--- config.mk ---
export PLATFORM = sky130hd
export DESIGN_NAME = vga_timing_gen
export DESIGN_NICKNAME = d
export VERILOG_FILES = /design/src/rtl/vga_timing_gen.sv
export SDC_FILE = /design/constraint.sdc
export NUM_CORES = 1
export LEC_CHECK = 0
export ABC_AREA = 1
export CAP_MARGIN = 40
export CORE_MARGIN = 1
export CORE_UTILIZATION = 50
export CTS_BUF_LIST = sky130_fd_sc_hd__clkbuf_4 sky130_fd_sc_hd__clkbuf_8
export DETAILED_ROUTE_END_ITERATION = 10
export DONT_BUFFER_PORTS = 1
export GPL_TIMING_DRIVEN = 0
export HOLD_SLACK_MARGIN = 0.03
export PLACE_DENSITY_LB_ADDON = 0.12
export SYNTH_ARGS = -nofsm -noshare
export SYNTH_HDL_FRONTEND = slang
export SYNTH_SLANG_ARGS = --single-unit
--- constraint.sdc ---
create_clock -name clk -period 3.1 [get_ports clk]
set_clock_uncertainty 0.15 [all_clocks]
set_input_delay 0.465 -clock clk [delete_from_list [all_inputs] [get_ports clk]]
set_output_delay 0.465 -clock clk [all_outputs]
set_load 0.005 [all_outputs]
--- src/rtl/vga_timing_gen.sv ---
// VGA display timing generator: pixel divider, column/row counters and registered sync/blank decode.
// Optional macro VGA_TIMING_ALIGN_EN adds one register stage to h_sync, v_sync, video_on and frame_start.
module vga_timing_gen #(
  parameter int CLK_DIV  = 4,
  parameter int H_ACTIVE = 640,
  parameter int H_FP     = 16,
  parameter int H_SYNC   = 96,
  parameter int H_BP     = 48,
  parameter int V_ACTIVE = 480,
  parameter int V_FP     = 10,
  parameter int V_SYNC   = 2,
  parameter int V_BP     = 33,
  parameter int SYNC_POL = 0
) (
  input  logic       clk,
  input  logic       reset,
  output logic [9:0] pix_col,
  output logic [9:0] pix_row,
  output logic       h_sync,
  output logic       v_sync,
  output logic       video_on,
  output logic       pix_tick,
  output logic       frame_start
);

  localparam int H_TOTAL = H_ACTIVE + H_FP + H_SYNC + H_BP;
  localparam int V_TOTAL = V_ACTIVE + V_FP + V_SYNC + V_BP;
  localparam int DIV_W   = (CLK_DIV > 1) ? $clog2(CLK_DIV) : 1;

  localparam logic [DIV_W-1:0] DIV_LAST = DIV_W'(CLK_DIV - 1);
  localparam logic [9:0] H_LAST   = 10'(H_TOTAL - 1);
  localparam logic [9:0] V_LAST   = 10'(V_TOTAL - 1);
  localparam logic [9:0] H_VIS    = 10'(H_ACTIVE);
  localparam logic [9:0] V_VIS    = 10'(V_ACTIVE);
  localparam logic [9:0] HS_FIRST = 10'(H_ACTIVE + H_FP);
  localparam logic [9:0] HS_LAST  = 10'(H_ACTIVE + H_FP + H_SYNC - 1);
  localparam logic [9:0] VS_FIRST = 10'(V_ACTIVE + V_FP);
  localparam logic [9:0] VS_LAST  = 10'(V_ACTIVE + V_FP + V_SYNC - 1);
  localparam logic       SYNC_ON  = (SYNC_POL != 0);

  logic [DIV_W-1:0] div_cnt_q, div_cnt_d;
  logic [9:0]       col_q, col_d;
  logic [9:0]       row_q, row_d;
  logic             hsync_q, hsync_d;
  logic             vsync_q, vsync_d;
  logic             von_q, von_d;
  logic             fstart_q, fstart_d;
  logic             tick;

  assign tick = (div_cnt_q == DIV_LAST);

  always_comb begin
    div_cnt_d = tick ? '0 : div_cnt_q + DIV_W'(1);
    col_d     = col_q;
    row_d     = row_q;
    fstart_d  = 1'b0;
    if (tick) begin
      if (col_q == H_LAST) begin
        col_d = '0;
        if (row_q == V_LAST) begin
          row_d    = '0;
          fstart_d = 1'b1;
        end else begin
          row_d = row_q + 10'd1;
        end
      end else begin
        col_d = col_q + 10'd1;
      end
    end
    // Decode from next-state counters so outputs land on the same edge as the counters.
    hsync_d = ((col_d >= HS_FIRST) && (col_d <= HS_LAST)) ? SYNC_ON : ~SYNC_ON;
    vsync_d = ((row_d >= VS_FIRST) && (row_d <= VS_LAST)) ? SYNC_ON : ~SYNC_ON;
    von_d   = (col_d < H_VIS) && (row_d < V_VIS);
  end

  always_ff @(posedge clk) begin
    if (reset) begin
      div_cnt_q <= '0;
      col_q     <= '0;
      row_q     <= '0;
      hsync_q   <= ~SYNC_ON;
      vsync_q   <= ~SYNC_ON;
      von_q     <= 1'b0;
      fstart_q  <= 1'b0;
    end else begin
      div_cnt_q <= div_cnt_d;
      col_q     <= col_d;
      row_q     <= row_d;
      hsync_q   <= hsync_d;
      vsync_q   <= vsync_d;
      von_q     <= von_d;
      fstart_q  <= fstart_d;
    end
  end

  assign pix_col  = col_q;
  assign pix_row  = row_q;
  assign pix_tick = tick;

`ifdef VGA_TIMING_ALIGN_EN
  // Extra stage matches colour generators that register once off pix_row/pix_col.
  logic hsync_al_q, vsync_al_q, von_al_q, fstart_al_q;

  always_ff @(posedge clk) begin
    if (reset) begin
      hsync_al_q  <= ~SYNC_ON;
      vsync_al_q  <= ~SYNC_ON;
      von_al_q    <= 1'b0;
      fstart_al_q <= 1'b0;
    end else begin
      hsync_al_q  <= hsync_q;
      vsync_al_q  <= vsync_q;
      von_al_q    <= von_q;
      fstart_al_q <= fstart_q;
    end
  end

  assign h_sync      = hsync_al_q;
  assign v_sync      = vsync_al_q;
  assign video_on    = von_al_q;
  assign frame_start = fstart_al_q;
`else
  assign h_sync      = hsync_q;
  assign v_sync      = vsync_q;
  assign video_on    = von_q;
  assign frame_start = fstart_q;
`endif

endmodule

==> metrics <==
Die X 58.6 um; H-tree Lvls 1; Largest stage delay, worst path 0.48 ns; Fmax achieved 0.469 GHz; RSZ-0062 raised after global routing no; warnings from Yosys 0; DRT Wirelength 3650 um; Congestion Overflow GR 0; Initial Util 52.4%; HPWL after DPL 2770 um; final setup fails 0; Tot GR Track Use 23.1%; GP Congestion 0.842; GRT met2 Usage 33.0%; average size of a mapped cell 6.33 um2; hold wc startpoint reset; Synth area leaders dfxtp_1 (33%), nand2_1 (17%), nor2_1 (8.4%); setup_tns 0 ns; P_leak 0.721 nW; Global Route met3 Usage 3.08%; Synth Cell Area 1600 um2; FP Rows 20; DRT iter0 DRCs 87; Crit Path Class reg2reg; post-synth top area share 32.5%; VDD IR max 0.211 mV; initial antenna violation count 0; Placed Instances 297; element type at the critical path end flip-flop; Clock Latency Late Sink 0.32 ns; crit-path most repeated cell nand2_1; ys flop type dfxtp_1; Sw Pwr 0.129 mW; Post-synth EDFFs 0; Place WS 0.997 ns; Post-route DRC 0; Cell Chain, Critical Path ha_1, nand2_1, nor2_1, nand4_1, clkinv_1, nand2_1, nand2_1, nand2_1, nand2_1, nand2_1, nor2_1, nand3_1; Routed Antenna Nets 0; post-route clock period utilization 68.7%; CTS tree yes; status finished, final reports clean; M1 GR Usage 35.6%; clk slew on worst S/H paths 0.14 ns; Diodes inserted 0; register-to-register setup slack 0.97 ns; nets@finish 265; Die H 58.6 um; Die ar. 3430 um2; reg-to-reg critical path endpoint v_sync; largest net degree at the start of global routing 14; Slew HR 61.9%; core box area 3050 um2; sequential power share 65.7%; Period minus WS final 2.13 ns; Final WS setup 0.969 ns; Clock Root Buffer clkbuf_4; final hold vios 0; Buf/Inv on CP 1; Slowest-stage cell, CP dfxtp_1; WHS Path Cells 1; startpoint types flip-flop; PortBufs 0; Post-synth top cells nand2_1 (74), nor2_1 (36), inv_1 (33); largest area contributor in the netlist dfxtp_1; clock group share of total power 28.1%; number of global-route vias before repair 1313; R2R depth 12; clk buf depth 2; CTS Sinks 26; drt first pass iters 4; syn nets 259; Post-Syn Instances 253; Ports 27; PwrDens 312 nW/um2; crit path max fanout 5; FFs w/ async S/R, synth 0%; vias 1509; count leader, synth nand2_1; vias per cell 5.01; Worst-Margin Slew 0.571 ns; internal power 0.397 mW; Synth Register Bits 26; crit path DAT 2.21 ns; Gate power share 6.2%; Non-Filler Instances 301; Hold Path Class in2reg; first-pass GRT wire length 6040 um; post-CTS sizing 0; number of unique standard cell types used by synthesis 28; Worst Hold End pix_col[0]; GR peak layer met1; final slew viol count 0; total of max-cap violations 0; Area Overhead vs Synth 5.47%; CP required 3.18 ns; Worst path top cell family by delay simple AND/OR/NAND/NOR gates; switching part of the total 24.5%; sequential area share after synthesis 32.5%; worst flop-to-flop path startpoint pix_col[0]; Power Total 0.526 mW; routed length per instance 12.1 um; layout cell share with drive strength beyond 1 9.73%; total CTS buffers 3
==> layout make-up <==
class / instances / area, um2
clock buffer: 3 / 22.5
buffer: 6 / 37.5
inverter: 36 / 135
sequential: 26 / 520
timing repair buffer: 1 / 10.0
tap: 44 / 55.1
multi-input combinational: 185 / 907
fill: 333 / 1370
==> cell families (layout without fill, tap and decap cells) <==
kind of cell / Yosys count / in the layout / synth area share, %
and+or+nand+nor: 163 / 163 / 47.1
buffers and inverters: 42 / 46 / 10.8
DFF: 26 / 26 / 32.5
AOI/OAI and AO/OA: 16 / 16 / 5.32
adders and majority gates: 4 / 4 / 3.13
xor gates and xnor gates: 2 / 2 / 1.09
==> worst max path at each step <==
stage,from,end,slack (ns),cells past startpoint
after floorplan,pix_col[0],v_sync,1.32,12
after global placement,pix_col[0],v_sync,0.98,12
after detailed placement,pix_col[0],v_sync,1.0,12
after CTS,pix_col[0],v_sync,0.96,12
after global routing,pix_col[0],v_sync,0.71,12
final,pix_col[0],v_sync,0.97,12
==> registers in the layout, summed over array words and instances, names as in the netlist <==
register and cells:
pix_col 10, pix_row 10, div_cnt_q 2, frame_start 1, h_sync 1, v_sync 1, video_on 1
==> worst reg2reg max path, stage by stage, from the launching register on <==
cell and delay (ns):
dfxtp_1 0.48, ha_1 0.26, nand2_1 0.10, nor2_1 0.15, nand4_1 0.22, clkinv_1 0.11
nand2_1 0.06, nand2_1 0.05, nand2_1 0.06, nand2_1 0.10, nand2_1 0.05, nor2_1 0.15
nand3_1 0.10
==> metrics by stage <==
stage | hold slack (ns) | utilization, % | area [um2]
6_report | 0.0475 | 55.3 | 1690
5_1_grt | 0.0301 | 55.3 | 1690
4_1_cts | 0.0334 | 55.0 | 1680
3_5_place_dp | 0.268 | 54.2 | 1660
3_3_place_gp | 0.271 | 54.2 | 1660
2_1_floorplan | 0.254 | - | 1600
==> per-layer routing <==
metal	vias to the layer above	wire length, um
met5	-	0
met4	0	55
met3	7	174
met2	37	1460
met1	660	1960
li1	805	-
==> what timing repair did <==
item,in CTS,in global routing
buffers inserted,0,0
hold buffers,0,1
hold endpoints to repair,0,1
==> power by group through the flow <==
stage / Sequential (mW) / Combinational [mW] / Clock (mW)
floorplan: 0.352 / 0.0243 / 0
global placement: 0.353 / 0.0307 / 0
detailed placement: 0.353 / 0.0308 / 0
CTS: 0.346 / 0.0314 / 0.157
global route: 0.347 / 0.0376 / 0.167
finish: 0.346 / 0.0325 / 0.148
==> cell usage in the layout, fill, tap and decap left out <==
master         count
xor2_1             2
buf_4              2
nor3_2             1
nand2b_1           1
inv_1             33
nor3b_1            2
clkbuf_4           3
dfxtp_1           26
o21ai_1            3
clkinv_1           1
ha_1               4
buf_6              1
nand3_1           18
nand3b_1           1
a21oi_1            7
nor2_1            36
nand2_4            1
nor2_4             2
inv_2              2
nand3_2            4
nand2_1           74
nand2_2            1
clkbuf_1           3
dlygate4sd3_1      1
nor2_2             8
nand4_1           10
o21bai_1           1
nor3_1             4
o21ai_0            4
a211oi_1           1
Power figures use the tool's default switching activity.
